<file path="config.mk">
export PLATFORM = sky130hd
export DESIGN_NAME = pe_tile_scheduler_flat
export DESIGN_NICKNAME = d
export VERILOG_FILES = /design/src/rtl/pe_tile_scheduler_if.sv /design/src/rtl/pe_tile_scheduler.sv /design/src/flat_wrapper.sv
export SDC_FILE = /design/constraint.sdc
export NUM_CORES = 1
export LEC_CHECK = 0
export ABC_AREA = 1
export BUFFER_PORTS_ARGS = -buffer_cell sky130_fd_sc_hd__buf_2
export CAP_MARGIN = 10
export CORE_MARGIN = 5
export CORE_UTILIZATION = 55
export CTS_CLUSTER_DIAMETER = 100
export DETAILED_ROUTE_END_ITERATION = 7
export HOLD_SLACK_MARGIN = 0.02
export PLACE_DENSITY = 0.76
export SLEW_MARGIN = 20
export SYNTH_ARGS = -nofsm -noshare
export SYNTH_HDL_FRONTEND = slang
export SYNTH_SLANG_ARGS = --single-unit
</file>
<file path="constraint.sdc">
create_clock -name aclk -period 7.95 [get_ports aclk]
set_input_delay 1.59 -clock aclk [delete_from_list [all_inputs] [get_ports aclk]]
set_output_delay 1.59 -clock aclk [all_outputs]
set_load 0.1 [all_outputs]
</file>
<file path="src/rtl/pe_tile_scheduler_if.sv">
// Job-descriptor handshake between a host (master) and the tile scheduler (slave).
interface pe_tile_scheduler_if;
   logic        cmd_valid;
   logic        cmd_ready;
   logic [31:0] cmd_src_base;
   logic [31:0] cmd_dst_base;
   logic [15:0] cmd_num_tiles;

   modport master (output cmd_valid, cmd_src_base, cmd_dst_base, cmd_num_tiles,
                   input  cmd_ready);
   modport slave  (input  cmd_valid, cmd_src_base, cmd_dst_base, cmd_num_tiles,
                   output cmd_ready);
endinterface

</file>
<file path="src/rtl/pe_tile_scheduler.sv">
// Runs a multi-tile job on one PE-array controller: one start per tile, and
// relocates the controller's local address into the shared memory map.
module pe_tile_scheduler #(
   parameter int VECTOR_SIZE = 16,
   parameter int MATRIX_SIZE = 16,
   parameter int SRC_STRIDE  = (MATRIX_SIZE + 1) * VECTOR_SIZE,
   parameter int DST_STRIDE  = MATRIX_SIZE,
   parameter int TIMEOUT     = 4096
) (
   input  logic                  aclk,
   input  logic                  areset,
   pe_tile_scheduler_if.slave    cmd_if,
   input  logic                  abort,
   output logic                  busy,
   output logic                  job_done,
   output logic                  job_err,
   output logic [15:0]           tiles_done,
   output logic                  pe_start,
   input  logic                  pe_done,
   input  logic                  pe_write,
   input  logic [31:0]           pe_raddr,
   output logic [31:0]           mem_addr,
   output logic                  mem_we
);
   localparam int WDW = $clog2(TIMEOUT) + 1;

   typedef enum logic [2:0] {IDLE, START, RUN, DRAIN, NEXT, FIN} state_t;

   state_t           state, state_nx;
   logic [31:0]      src_base, dst_base, src_off, dst_off;
   logic [15:0]      num_tiles;
   logic [WDW-1:0]   wdog;
   logic             abort_pending, err_q;
   logic             accept, timeout, last_tile, stop_req;

   assign accept    = cmd_if.cmd_valid && (state == IDLE);
   assign timeout   = !pe_done && (wdog == WDW'(TIMEOUT - 1));
   assign last_tile = (tiles_done + 16'd1) == num_tiles;
   assign stop_req  = abort_pending || abort;

   always_ff @(posedge aclk or posedge areset) begin
      if (areset) state <= IDLE;
      else        state <= state_nx;
   end

   always_comb begin
      state_nx = state;
      case (state)
         IDLE:    if (accept) state_nx = (cmd_if.cmd_num_tiles == 16'd0) ? FIN : START;
         START:   state_nx = RUN;
         RUN:     if (pe_done) state_nx = DRAIN;
                  else if (timeout) state_nx = FIN;
         // controller must be back in idle before it can see the next start
         DRAIN:   if (!pe_done) state_nx = NEXT;
         NEXT:    state_nx = (stop_req || last_tile) ? FIN : START;
         FIN:     state_nx = IDLE;
         default: state_nx = IDLE;
      endcase
   end

   always_comb begin
      cmd_if.cmd_ready = (state == IDLE);
      busy             = (state != IDLE);
      pe_start         = (state == START);
      job_done         = (state == FIN);
      job_err          = (state == FIN) && err_q;
      mem_we           = 1'b0;
      mem_addr         = 32'd0;
      if (state == RUN || state == DRAIN) begin
         mem_we   = pe_write;
         mem_addr = pe_write ? (dst_base + dst_off + pe_raddr)
                             : (src_base + src_off + pe_raddr);
      end
   end

   // offsets advance by accumulation so no multiplier is needed
   always_ff @(posedge aclk or posedge areset) begin
      if (areset) begin
         src_base      <= 32'd0;
         dst_base      <= 32'd0;
         num_tiles     <= 16'd0;
         src_off       <= 32'd0;
         dst_off       <= 32'd0;
         tiles_done    <= 16'd0;
         wdog          <= '0;
         abort_pending <= 1'b0;
         err_q         <= 1'b0;
      end else begin
         case (state)
            IDLE: if (accept) begin
               src_base      <= cmd_if.cmd_src_base;
               dst_base      <= cmd_if.cmd_dst_base;
               num_tiles     <= cmd_if.cmd_num_tiles;
               src_off       <= 32'd0;
               dst_off       <= 32'd0;
               tiles_done    <= 16'd0;
               wdog          <= '0;
               abort_pending <= 1'b0;
               err_q         <= 1'b0;
            end
            START: if (abort) abort_pending <= 1'b1;
            RUN: begin
               if (abort) abort_pending <= 1'b1;
               wdog <= wdog + 1'b1;
               if (!pe_done && timeout) err_q <= 1'b1;
            end
            DRAIN: if (abort) abort_pending <= 1'b1;
            NEXT: begin
               tiles_done <= tiles_done + 16'd1;
               src_off    <= src_off + 32'(SRC_STRIDE);
               dst_off    <= dst_off + 32'(DST_STRIDE);
               wdog       <= '0;
               if (stop_req) err_q <= 1'b1;
            end
            default: ;
         endcase
      end
   end
endmodule

</file>
<file path="src/flat_wrapper.sv">
// flat-port wrapper written by rule: the top's interface ports become plain ports
module pe_tile_scheduler_flat 
#(
   parameter int VECTOR_SIZE = 16,
   parameter int MATRIX_SIZE = 16,
   parameter int SRC_STRIDE  = (MATRIX_SIZE + 1) * VECTOR_SIZE,
   parameter int DST_STRIDE  = MATRIX_SIZE,
   parameter int TIMEOUT     = 4096
)
  (aclk, areset, abort, busy, job_done, job_err, tiles_done, pe_start, pe_done, pe_write, pe_raddr, mem_addr, mem_we, cmd_if_cmd_valid, cmd_if_cmd_src_base, cmd_if_cmd_dst_base, cmd_if_cmd_num_tiles, cmd_if_cmd_ready);
  pe_tile_scheduler_if cmd_if_i ();
  input  logic aclk;
  input  logic areset;
  input  logic abort;
  output logic busy;
  output logic job_done;
  output logic job_err;
  output logic [15:0] tiles_done;
  output logic pe_start;
  input  logic pe_done;
  input  logic pe_write;
  input  logic [31:0] pe_raddr;
  output logic [31:0] mem_addr;
  output logic mem_we;
  input wire logic [$bits(cmd_if_i.cmd_valid)-1:0] cmd_if_cmd_valid;
  input wire logic [$bits(cmd_if_i.cmd_src_base)-1:0] cmd_if_cmd_src_base;
  input wire logic [$bits(cmd_if_i.cmd_dst_base)-1:0] cmd_if_cmd_dst_base;
  input wire logic [$bits(cmd_if_i.cmd_num_tiles)-1:0] cmd_if_cmd_num_tiles;
  output wire logic [$bits(cmd_if_i.cmd_ready)-1:0] cmd_if_cmd_ready;
  assign cmd_if_i.cmd_valid = cmd_if_cmd_valid;
  assign cmd_if_i.cmd_src_base = cmd_if_cmd_src_base;
  assign cmd_if_i.cmd_dst_base = cmd_if_cmd_dst_base;
  assign cmd_if_i.cmd_num_tiles = cmd_if_cmd_num_tiles;
  assign cmd_if_cmd_ready = cmd_if_i.cmd_ready;
  pe_tile_scheduler #(.VECTOR_SIZE(VECTOR_SIZE), .MATRIX_SIZE(MATRIX_SIZE), .SRC_STRIDE(SRC_STRIDE), .DST_STRIDE(DST_STRIDE), .TIMEOUT(TIMEOUT)) u_core (.aclk(aclk), .areset(areset), .cmd_if(cmd_if_i), .abort(abort), .busy(busy), .job_done(job_done), .job_err(job_err), .tiles_done(tiles_done), .pe_start(pe_start), .pe_done(pe_done), .pe_write(pe_write), .pe_raddr(pe_raddr), .mem_addr(mem_addr), .mem_we(mem_we));
endmodule
</file>
Word level (Yosys, flattened, before mapping)

Index checks and enable logic that the tools add are counted.
Widths: inputs -> output; s select.

Flip-flop bits (word level): 178
Bits in latches: 0
Bits in writable memories: 0
Bits in read-only memories: 0
Bits of input ports: 118
Output and inout port bits: 54
Logic and storage cells: 75
Memories kept: 0

Add/sub/neg operators: 8
Multiply operators: 0
Div/mod/pow operators: 0
$lt $le $gt $ge: 0
Equal/unequal tests: 13
Shift operators: 0
Multiplexer cells: 23
Bitwise operators: 0
Reduce and logical (&&, ||, !) cells: 21

Operator list:

| cell                  | count |
|---|---|
| $add 32x32->32        | 4 |
| $pmux 32 s2           | 2 |
| $mux 32               | 3 |
| $pmux 13 s3           | 1 |
| $add 32x5->32 const B | 1 |
| $add 32x9->32 const B | 1 |
| $pmux 16 s2           | 1 |
| $mux 3                | 6 |
| $add 16x1->16 const B | 1 |
| $eq 16x16->1          | 1 |
| $logic_not 16->1      | 1 |
| $mux 16               | 1 |
| $pmux 3 s5            | 1 |
| $add 13x1->13 const B | 1 |
| $eq 13x12->1 const B  | 1 |
| $mux 13               | 1 |
| $eq 3x2->1 const B    | 2 |
| $eq 3x3->1 const B    | 2 |
| $ne 2x1->1 const B    | 3 |
| $reduce_and 2->1      | 3 |
| $reduce_and 3->1      | 2 |
| $reduce_bool 3->1     | 2 |
| $mux 1                | 5 |
| $logic_and 1x1->1     | 4 |
| other kinds (11)      | 15 |

Depth between registers and ports, before layout

Word-level depth: 5
Mapped depth: 15

Least setup slack after synthesis

Ideal clock, no wire load.

Kind: input-to-output
Start: in pe_write
End: out mem_addr[8]
Data arrival time: 5924 ps
Path slack: 436 ps
Stages: 6
Buffers on the path: 1
Cell sequence: clkbuf_1 -> clkinv_1 -> nor2_1 -> inv_1 -> o21ai_0 -> a21boi_0

Cells in the longest elaborated chain, start to end: 2

RTL lines:

| what        | RTL line                | text |
|---|---|---|
| from (decl) | flat_wrapper.sv:21      | `input logic pe_write;` |
| $mux 32     | pe_tile_scheduler.sv:71 | `mem_addr = pe_write ? (dst_base + dst_off + pe_raddr)` |
| $mux 32     | pe_tile_scheduler.sv:69 | `if (state == RUN \|\| state == DRAIN) begin` |
| to (decl)   | flat_wrapper.sv:23      | `output logic [31:0] mem_addr;` |

Every way passes these cells.

Worst setup path in the final report

Start: in pe_raddr[18]
End: out mem_addr[31]

Cells in the longest elaborated chain, start to end: 3
Elaborated cells on any way between the ends: 4

RTL lines:

| what                              | RTL line                                         | text |
|---|---|---|
| from (decl)                       | flat_wrapper.sv:22                               | `input logic [31:0] pe_raddr;` |
| $add 32x32->32 (on tied branches) | pe_tile_scheduler.sv:72, pe_tile_scheduler.sv:71 |  |
| $mux 32 *                         | pe_tile_scheduler.sv:71                          |  |
| $mux 32 *                         | pe_tile_scheduler.sv:69                          |  |

Every way passes the cells marked *; elsewhere a longest branch is shown, timed or not.

==> impl_summary.log <==
INFO  metric largest_family_of_logic_cells_by_synthesized_area = simple AND/OR/NAND/NOR gates
INFO  metric synth_enable_flop_cells = 0
INFO  metric hold_end = u_core.src_base[2]
INFO  metric synth_xor_xnor_area_share = 2.07%
INFO  metric overflow = 0
INFO  metric cap_violations = 0
INFO  metric drc = 0
INFO  metric synth-adder-area-share = 14.9%
INFO  metric layout-area-overhead-vs-synth = 12.5%
INFO  metric post_synth.cell_area_avg = 7.23 um2
INFO  metric netlist_top_cells_area = sky130_fd_sc_hd__dfrtp_1 31%, sky130_fd_sc_hd__nand2_1 16%, sky130_fd_sc_hd__fa_1 8.3%, sky130_fd_sc_hd__ha_1 6.7%, sky130_fd_sc_hd__inv_1 5.4%
INFO  metric synth_flop_cell = sky130_fd_sc_hd__dfrtp_1
INFO  metric worstPathRequired = 6.36 ns
INFO  metric finalHoldViolCount = 0
INFO  metric synth.largest_area_cell = sky130_fd_sc_hd__dfrtp_1
INFO  metric synthDominantCellAreaShare = 31.4%
INFO  metric crit-reg2reg-capture = u_core.dst_off[8]
INFO  metric route.final.wire_length = 42.2 mm
INFO  metric synth_compound_area_share = 13.1%
INFO  metric clock_latency = 0.45 ns
INFO  metric placeableCoreArea = 0.0242 mm2
INFO  metric finClkSkew = 0.0109 ns
INFO  metric io_buffers = 171
INFO  metric timing.critical_path.cells = buf_2 -> fa_1 -> ha_1 -> a21oi_1 -> a21boi_0 -> nor2_1 -> nor2_1 -> nor2_1 -> nor2_1 -> nand3b_1 -> nand3_1 -> nand2_1 -> nor2_1 -> buf_2
INFO  metric layout_commonest_cell = sky130_fd_sc_hd__nand2_1
INFO  metric crit_path_start_kind = primary input
INFO  metric async_reset_ff_share = 100%
INFO  metric synthesis.nets = 2119
INFO  metric start_util = 55.8%
INFO  metric gr-usage-all-layers = 29.9%
INFO  metric clk_pin_slew_worst_paths = 0.07 ns
INFO  metric grt_setup_unrepaired = no
INFO  metric die_area = 0.0278 mm2
INFO  metric sinks_on_clock_net = 170
INFO  metric r2r_slack = 4.84 ns
INFO  metric fin_ws = 1.60 ns
INFO  metric post_synth_instance_area = 0.0135 mm2
INFO  metric synthSimpleGateAreaFrac = 31.1%
INFO  metric leakage = 7.74 nW
INFO  metric final.period_utilization = 79.9%
INFO  metric timing.final.setup_violations = 0
INFO  metric global_route_wire_length_before_repair = 67.0 mm
INFO  metric critPathTopFamily = adder cells
INFO  metric critPathCaptureType = output pin
INFO  metric post_synth_mux_area_share = 0.665%
INFO  metric antenna_violations_before_repair = 2
INFO  metric nets = 2276
INFO  metric cellPowerDensity = 412 mW/mm2
INFO  metric grt_pass1_vias = 12900
INFO  metric tritoncts = yes
INFO  metric clock_tree.buffer_depth = 2
INFO  metric detailedPlacementHpwl = 33.9 mm
INFO  metric ff2ff_path_depth = 7
INFO  metric critPathMostFrequentCell = sky130_fd_sc_hd__nor2_1
INFO  metric drive_above_1_share = 12.4%
INFO  metric synthesis.yosys.warnings = 0
INFO  metric critical_path_class = primary input to output pin
INFO  metric r2r-start = u_core.state[0]
INFO  metric netlist-cell-type-count = 51
INFO  metric cts.repair_timing.setup_buffer_count = 0
INFO  metric drt-pass1-iter-count = 7
INFO  metric routabilityCongestion = 1.01
INFO  metric route.detailed.wl_per_inst = 17.8 um
INFO  metric crit_path_max_delay_cell_type = sky130_fd_sc_hd__fa_1
INFO  metric dr.first_iter.drc_count = 1365
INFO  metric slew_viol_final = 0
INFO  metric min_delay_path_depth = 2
INFO  metric routed-via-count = 13400
INFO  metric io_pins = 172
INFO  metric critical_path.max_stage_delay = 0.55 ns
INFO  metric crit_fanout = 5
INFO  metric setup_total_negative_slack = 0 ns
INFO  metric final_core_utilization = 62.8%
INFO  metric grt_start_max_net_pins = 103
INFO  metric fp.dieW = 167 um
INFO  metric sequential_share_of_the_synthesized_area = 31.4%
INFO  metric run_status = finished clean
INFO  metric htreeDepth = 4
INFO  metric cp_data_arrival_time = 4.76 ns
INFO  metric post_synth_inst_count = 1873
INFO  metric dp_slack = 1.68 ns
INFO  metric max_slew.worst_pin.slew = 1.01 ns
INFO  metric worst_hold_path_type = flop to flop
INFO  metric cts.repair.resized = 0
INFO  metric chipHeight = 167 um
INFO  metric row_count = 57
INFO  metric timing.fmax = 0.157 GHz
INFO  metric critPathBufInv = 2
INFO  metric drt.antenna.violating_nets = 0
INFO  metric most-common-layout-cells = 560 x sky130_fd_sc_hd__nand2_1, 194 x sky130_fd_sc_hd__inv_1, 181 x sky130_fd_sc_hd__nor2_1
INFO  metric hold_path.startpoint = u_core.src_base[2]
INFO  metric timing.slew.headroom = 32.3%
INFO  metric fin_crit = 6.35 ns
INFO  metric cts.root.buffer_cell = sky130_fd_sc_hd__clkbuf_16
INFO  metric cts_hold_buf = 0
INFO  metric ys_seq_elements = 170
INFO  metric ir_drop = 401 uV
INFO  metric viasPerCell = 5.66
INFO  metric cts_buffers = 17
[cells in the mapped netlist, types with 4 or more instances]
cell type                  instances
sky130_fd_sc_hd__nand2_1         560
sky130_fd_sc_hd__clkbuf_1         28
sky130_fd_sc_hd__a21boi_0         13
sky130_fd_sc_hd__a21oi_1         107
sky130_fd_sc_hd__xnor2_1          20
sky130_fd_sc_hd__dfrtp_1         170
sky130_fd_sc_hd__nor2_4            6
sky130_fd_sc_hd__a31oi_1           8
sky130_fd_sc_hd__nor3_1           28
sky130_fd_sc_hd__or2_2             7
sky130_fd_sc_hd__nand4_1          31
sky130_fd_sc_hd__buf_2            10
sky130_fd_sc_hd__o21ai_1           7
sky130_fd_sc_hd__mux2i_1           9
sky130_fd_sc_hd__nor2_2           10
sky130_fd_sc_hd__xor2_1           12
sky130_fd_sc_hd__nor4_1           12
sky130_fd_sc_hd__o21a_1            6
sky130_fd_sc_hd__o22ai_1          17
sky130_fd_sc_hd__o21ai_0         105
sky130_fd_sc_hd__a21o_1           14
sky130_fd_sc_hd__inv_1           195
sky130_fd_sc_hd__inv_2             4
sky130_fd_sc_hd__ha_1             72
sky130_fd_sc_hd__o21bai_1         16
sky130_fd_sc_hd__nor2_1          181
sky130_fd_sc_hd__nand3_1         126
sky130_fd_sc_hd__fa_1             56
[routing by layer]
layer  global-route usage [%]  part of all wire [%]  up-vias
li1                         -                     -     6466
met1                     40.5                    42     6341
met4                     9.32                   2.9        2
met5                        0                 0.017        -
met3                     5.29                   7.6       79
met2                     49.3                    48      519
[how the worst max path moves through the flow]
stage / start / to / slack (ns) / depth (start not counted)
after floorplan: pe_write / mem_addr[8] / 0.44 / 6
after global routing: pe_raddr[16] / mem_addr[31] / 1.39 / 15
after CTS: pe_raddr[18] / mem_addr[31] / 1.67 / 14
after global placement: pe_raddr[18] / mem_addr[31] / 1.66 / 14
after detailed placement: pe_raddr[18] / mem_addr[31] / 1.68 / 14
final: pe_raddr[18] / mem_addr[31] / 1.60 / 14
[cells by family after synthesis]
logic type                 count (synthesis)
AOI/OAI and AO/OA                        310
xor gates and xnor gates                  32
adders and majority gates                128
buffers and inverters                    240
DFF                                      170
muxes                                      9
and+or+nand+nor                          984
[stage by stage]
step	area, um2	instances	hold slack (ns)	power, W
after floorplan	13500	1873	0.423	0.00441
after global placement	14700	2335	0.439	0.00538
after detailed placement	14700	2335	0.466	0.00542
after CTS	15200	2367	0.484	0.00623
after global routing	15200	2368	0.505	0.00675
final	15200	2368	0.486	0.00628
[sequential cells by signal, indices dropped and copies added (netlist names)]
register and cells:
u_core.state 3, u_core.src_off 28, u_core.wdog 13, u_core.dst_off 28, u_core.tiles_done 16, u_core.src_base 32, u_core.err_q 1, u_core.abort_pending 1
u_core.num_tiles 16, u_core.dst_base 32
[worst min-delay path, stage by stage (launching register included)]
cell and delay, ns:
sky130_fd_sc_hd__dfrtp_1 0.36, sky130_fd_sc_hd__nand2_1 0.06, sky130_fd_sc_hd__nand2_1 0.04
[cell type report]
class / instances / area [um2]
multi-input cells: 1463 / 8370
well taps: 324 / 405
clock buffers: 18 / 429
diodes: 1 / 2.50
fillers: 2258 / 9010
flip-flops and latches: 170 / 4250
repair buffers: 177 / 901
inverters: 201 / 759
clock inverters: 14 / 114
[where the power goes]
part	switching, W	leakage [nW]	internal (W)
clock	0.000387	0.266	0.000408
combinational	0.00300	5.24	0.00117
sequential	0.000214	2.24	0.00110
total	0.00360	7.74	0.00268
Power figures use the tool's default switching activity.
